[src/rtl/addsub_arbiter.sv]
// addsub_arbiter: two-requester round-robin front end sharing one registered add/sub unit
module addsub_arbiter #(
    parameter int nbit = 32
) (
    input  logic            clk,
    input  logic            rst_n,
    input  logic [1:0]      req_valid,
    output logic [1:0]      req_ready,
    input  logic [nbit-1:0] req0_a,
    input  logic [nbit-1:0] req0_b,
    input  logic            req0_sub,
    input  logic [nbit-1:0] req1_a,
    input  logic [nbit-1:0] req1_b,
    input  logic            req1_sub,
    output logic [1:0]      rsp_valid,
    input  logic [1:0]      rsp_ready,
    output logic [nbit-1:0] rsp_data,
    output logic            rsp_cout
);
    typedef enum logic {EMPTY, FULL} state_t;
    state_t          state_q, state_d;
    logic            owner_q, owner_d;
    logic            ptr_q, ptr_d;
    logic [nbit-1:0] data_q, data_d;
    logic            cout_q, cout_d;
    logic            drain, accept_en;
    logic [1:0]      gnt;
    logic [nbit-1:0] op_a, op_b;
    logic            op_sub;
    logic [nbit:0]   sum;
    always_comb begin
        drain     = state_q == FULL && rsp_ready[owner_q];
        accept_en = state_q == EMPTY || drain;
        gnt       = !accept_en ? 2'b00 : req_valid == 2'b11 ? (ptr_q ? 2'b10 : 2'b01) : req_valid;
        op_a      = gnt[1] ? req1_a : req0_a;
        op_b      = gnt[1] ? req1_b : req0_b;
        op_sub    = gnt[1] ? req1_sub : req0_sub;
        sum       = {1'b0, op_a} + {1'b0, op_sub ? ~op_b : op_b} + {{nbit{1'b0}}, op_sub};
        state_d   = gnt != 2'b00 ? FULL : drain ? EMPTY : state_q;
        owner_d   = gnt != 2'b00 ? gnt[1] : owner_q;
        ptr_d     = gnt != 2'b00 ? ~gnt[1] : ptr_q;
        data_d    = gnt != 2'b00 ? sum[nbit-1:0] : data_q;
        cout_d    = gnt != 2'b00 ? sum[nbit] : cout_q;
    end
    always_ff @(posedge clk or negedge rst_n) begin
        if (!rst_n) begin
            state_q <= EMPTY;
            owner_q <= 1'b0;
            ptr_q   <= 1'b0;
            data_q  <= '0;
            cout_q  <= 1'b0;
        end else begin
            state_q <= state_d;
            owner_q <= owner_d;
            ptr_q   <= ptr_d;
            data_q  <= data_d;
            cout_q  <= cout_d;
        end
    end
    assign req_ready = rst_n ? gnt : 2'b00;
    assign rsp_valid = state_q == FULL ? (owner_q ? 2'b10 : 2'b01) : 2'b00;
    assign rsp_data  = data_q;
    assign rsp_cout  = cout_q;
endmodule

[config.mk]
export PLATFORM = sky130hd
export DESIGN_NAME = addsub_arbiter
export DESIGN_NICKNAME = d
export VERILOG_FILES = /design/src/rtl/addsub_arbiter.sv
export SDC_FILE = /design/constraint.sdc
export NUM_CORES = 1
export LEC_CHECK = 0
export CELL_PAD_IN_SITES_DETAIL_PLACEMENT = 1
export CELL_PAD_IN_SITES_GLOBAL_PLACEMENT = 1
export CORE_UTILIZATION = 32
export CTS_CLUSTER_SIZE = 12
export DETAILED_ROUTE_END_ITERATION = 10
export GPL_ROUTABILITY_DRIVEN = 0
export GPL_TIMING_DRIVEN = 1
export PLACE_DENSITY_LB_ADDON = 0.1
export SLEW_MARGIN = 20
export SYNTH_ARGS = -nofsm -noshare
export SYNTH_HDL_FRONTEND = slang
export SYNTH_SLANG_ARGS = --single-unit
[constraint.sdc]
create_clock -name clk -period 5.1 [get_ports clk]
set_input_delay 1.02 -clock clk [delete_from_list [all_inputs] [get_ports clk]]
set_output_delay 1.02 -clock clk [all_outputs]
set_load 0.02 [all_outputs]
# Word-level counts from Yosys, hierarchy flattened
# Index checks and enable logic that the tools add are counted.
# Widths: inputs -> output; s select.
dict set report word_totals {
  reg_bits 36
  latchBits 0
  ram_bits 0
  rom_bits 0
  inputBits 136
  out_inout_bits 37
  elab_cells 30
  mem_count 0
}
dict set report classes {
  n_addsub 2
  mul 0
  div 0
  n_lt_le_gt_ge 1
  eq_ne 1
  n_shift 0
  muxes 14
  n_bitwise 3
  n_reduce_logical 4
}
# cell count
set ops {}
lappend ops {{$mux 32} 3}
lappend ops {{$add 32x32->33} 1}
lappend ops {{$add 33x1->33} 1}
lappend ops {{$not 32->32} 1}
lappend ops {{$mux 2} 6}
lappend ops {{$mux 1} 5}
lappend ops {{$reduce_bool 2->1} 2}
lappend ops {{$eq 2x2->1 const B} 1}
lappend ops {{$lt 1x2->1 const B} 1}
lappend ops {{$not 1->1} 2}
lappend ops {{$logic_and 1x1->1} 1}
lappend ops {{$logic_or 1x1->1} 1}

# Depth between registers and ports, before layout
dict set report logic_depth {
  word_depth 10
  mapped_depth 15
  ltp_nobuf 12
}

# Worst setup path before layout
# OpenSTA, ideal clock, no wires.
dict set report synth_path {
  path_type {input to register}
  start {in rsp_ready[1]}
  end {reg data_q[18] (netlist: rsp_data[18])}
  setup_ns 0.083
  arrival_time_ns 4.392
  t_required_ns 5.017
  slack_ns 0.625
  path_stages 13
  path_buffers 2
  path_cell_list {mux2i_1 a221oi_4 buf_2 buf_2 mux2_2 fa_1 a211o_1 a2111oi_2 or3_1 a21oi_1 a311o_1 xnor2_1 o21ai_0}
}
dict set report synth_via {
  elab_chain_len 10
  word_cells_on_any_way 13
  classes_between {add/sub: 2; mux: 7; bitwise: 1; reduce/logical: 3}
}
# item line_no
set synth_lines {}
lappend synth_lines {{start, declared} 16} ;# input logic [1:0] rsp_ready,
lappend synth_lines {{$mux 1 (not written as such) * (2 in series)} 32} ;# drain = state_q == FULL && rsp_ready[owner_q];
lappend synth_lines {{$logic_and 1x1->1 *} 32}
lappend synth_lines {{$logic_or 1x1->1 *} 33} ;# accept_en = state_q == EMPTY || drain;
lappend synth_lines {{$mux 2 *} 34} ;# gnt = !accept_en ? 2'b00 : req_valid == 2'b11 ? (ptr_q ? 2'b10 : 2'b01) : req_valid;
lappend synth_lines {{$mux 32} 36} ;# op_b = gnt[1] ? req1_b : req0_b;
lappend synth_lines {{$not 32->32} 38} ;# sum = {1'b0, op_a} + {1'b0, op_sub ? ~op_b : op_b} + {{nbit{1'b0}}, op_sub};
lappend synth_lines {{$mux 32} 38}
lappend synth_lines {{$add 32x32->33} 38}
lappend synth_lines {{$add 33x1->33} 38}
lappend synth_lines {{end signal, assigned} 56} ;# data_q <= data_d;
lappend synth_lines {{end, declared} 24} ;# logic [nbit-1:0] data_q, data_d;
# Mark *: on every way between the ends. The rest lies on a longest branch, timed or not. The select of a mux whose other input is x is not followed.
# A chain may end at the register's enable or synchronous reset.

# Worst setup path in the final report
dict set report layout_path {
  start {in rsp_ready[1]}
  end {reg data_q[30] (netlist: rsp_data[30])}
}
# The elaborated chain is that of the path after synthesis.

==> impl_metrics.ini <==
[clock_tree]
cts.sinks = 36
clk_pin_slew_worst_paths_ns = 0.06
cts_root_buf = clkbuf_16
clk_latency_ns = 0.29
cts_buffers = 5
cts.path.max_buffers = 2
htreeDepth = 2
cts_tree = yes

[route]
met3WireLength_um = 630
drt-pass1-iter-count = 4
wl_um = 14260
via_count = 4522
first_iter_violations = 142
drt-met1-wl_um = 6446
wl_met2_um = 6974
drc_errors = 0
ant_nets = 0
top_layer = met4
post_drt_wl_per_cell_um = 16.39
vias_per_cell = 5.198

[pwr]
ir_drop_mv = 0.1446
p_leak_nw = 2.736
finalPower_mw = 3.616
powerDensity_nw_per_um2 = 551.8

[min_path]
hold_depth = 2
min_path_type = register to register
min_from = rsp_data[7]

[floorplan]
die_h_um = 119.1
die_area_um2 = 14190
start_util_pct = 33.02
dieWidth_um = 119.1
fp-row-count = 42
io_pins = 173
coreArea_um2 = 13300

[grt]
grt_start_max_net_pins = 40
grt_pass1_wl_um = 23290
grt_overflow_total = 0
antenna_found_initial = 0
grt_pass1_vias = 4720
grt_usage_pct = 20.14

[synth]
synthFlopType = dfrtp_1
synth_top_area_cell = dfrtp_1
synth_warnings = 0
ys_async_sr_fraction_pct = 100.0
syn_area_per_cell_um2 = 8.379
synth.most_common_cell = nand2_1
syn_area_um2 = 4390
synth-edff-count = 0
synth.cells.most_frequent = 56 x nand2_1, 43 x xor2_1, 37 x mux2i_1, 37 x o21ai_0, 36 x dfrtp_1
ys_seq_area_share_pct = 20.52
ys_seq_elements = 36
ys_types = 60
netlist_top_cells_area = dfrtp_1 21%, ha_1 8.8%, xor2_1 8.6%
netlist_instances = 524
synth_fp_nets = 692
netlist.area_leader.share_pct = 20.52

[critical_path]
worstSetupEndpointType = register
crit_start = rsp_ready[1]
cpMostUsedCell = xor2_1
start_kind = input port
arrival_ns = 5.06
rr_worst_depth = 14
crit_chain = clkdlybuf4s50_1, mux2i_1, a221oi_4, buf_12, mux2i_4, buf_4, xor2_1, ha_1, nand2_1, nor4_1, nand3_1, a211oi_1, o31ai_1, xor2_1, o21ai_0
path_class = input port to register
timing.rr.start = owner_q
worst-r2r-setup-slack_ns = 0.96
crit_family = compound AO/OA/AOI/OAI gates
crit_buf_inv = 3
cp.required_ns = 5.31
cp.depth = 15
worst_path_max_delay_cell = a211oi_1
critical_path.endpoint = rsp_data[30]
reg2reg_to = rsp_data[30]
cp_slowest_stage_delay_ns = 0.47
critPathMaxFanout = 22

[sta]
layout_min_cycle_time_ns = 4.855
finClkSkew_ns = 0.007659
final.period_utilization_pct = 95.20
fmax_mhz = 206.0
finalSetupViolCount = 0
final.setup.worst_slack_ns = 0.2447
slew_headroom_pct = 48.58
finalHoldViolCount = 0
drv_slew = 0
worst-slew-pin-transition_ns = 0.7713
rsz0062_at_grt = no
fin_worst_hold_slack_ns = 0.4820

[final_layout]
antenna_cells = 0
fin_cells = 870
syn2layout_area_growth_pct = 49.24
drive_above_1_share_pct = 10.66
post-route-util_pct = 49.28
nets = 862

[placement]
dp_slack_ns = -0.07663
hpwl_um = 11750
port_buffers = 172
dp_cells = 863

[flow_run]
max-cap-violations = 0

[run_status]
outcome = completed
## report_power, final
group	internal, mW	switching, mW
clock	0.205	0.122
combinational	1.23	1.53
sequential	0.440	0.0901
## registers in the layout, summed over array words and instances, names as in the netlist
register  flops
ptr_q         1
rsp_data     32
rsp_cout      1
owner_q       1
state_q       1
## placed cells by master, fill, tap and decap left out, drive strengths merged, types with 4 or more instances in the layout
master,synthesis,final
buf,12,19
a31o,4,4
a31oi,8,8
nor3,7,7
mux2,33,33
nand3,11,11
and2,4,4
dfrtp,36,36
inv,12,12
clkdlybuf4s50,0,171
xnor2,11,11
nand4,9,9
a211o,5,5
clkbuf,15,7
a21oi,32,32
xor2,43,43
o211ai,6,6
a21o,18,18
ha,31,31
o31ai,7,7
nor2,34,34
o21ai,41,41
mux2i,37,37
and3,5,5
o21a,7,7
nand2,56,56
## worst min-delay path, stage by stage (launching register included)
cell	delay (ns)
dfrtp_1	0.34
nand2_1	0.05
o21ai_0	0.06
## per-stage QoR
step	cell area, um^2	TNS [ns]
3_5_place_dp	6395	-0.1678
3_3_place_gp	6395	0
4_1_cts	6548	0
5_1_grt	6553	0
6_report	6553	0
2_1_floorplan	4390	0
## worst min path at each step
stage,slack [ns],end
6_report,0.48,rsp_data[7]
3_5_place_dp,0.48,rsp_data[7]
4_1_cts,0.49,rsp_data[7]
5_1_grt,0.51,rsp_data[3]
3_3_place_gp,0.46,rsp_data[8]
2_1_floorplan,0.51,owner_q
## layout make-up
class	count	area, um^2
clock buffers	7	152.6
well taps	176	220.2
flip-flops and latches	36	900.9
multi-input cells	449	3353
fillers	1559	6743
inverters	12	45.04
repair buffers	190	1881
## timing repair
action	CTS	global route
setup buffers	0	0
gates resized for setup	0	3
setup endpoints to repair	0	2
hold buffers	0	0
## routing by layer
| metal | GRT usage [%] | vias up |
|---|---|---|
| met5 | 0 | - |
| met4 | 5.380 | 0 |
| met3 | 2.778 | 13 |
| met2 | 36.23 | 119 |
| met1 | 24.89 | 2121 |
| li1 | - | 2269 |
## kinds of logic (layout without fill, tap and decap cells)
logic type,Yosys count,after routing,synth area share [%]
fa+ha+maj,32,32,9.290
compound gates,150,150,23.40
flops,36,36,20.52
mux,70,70,16.99
xor+xnor,54,54,10.77
simple gates,143,143,15.36
buf+inv,39,209,3.676
No activity file was read; power rests on OpenSTA's default activity.
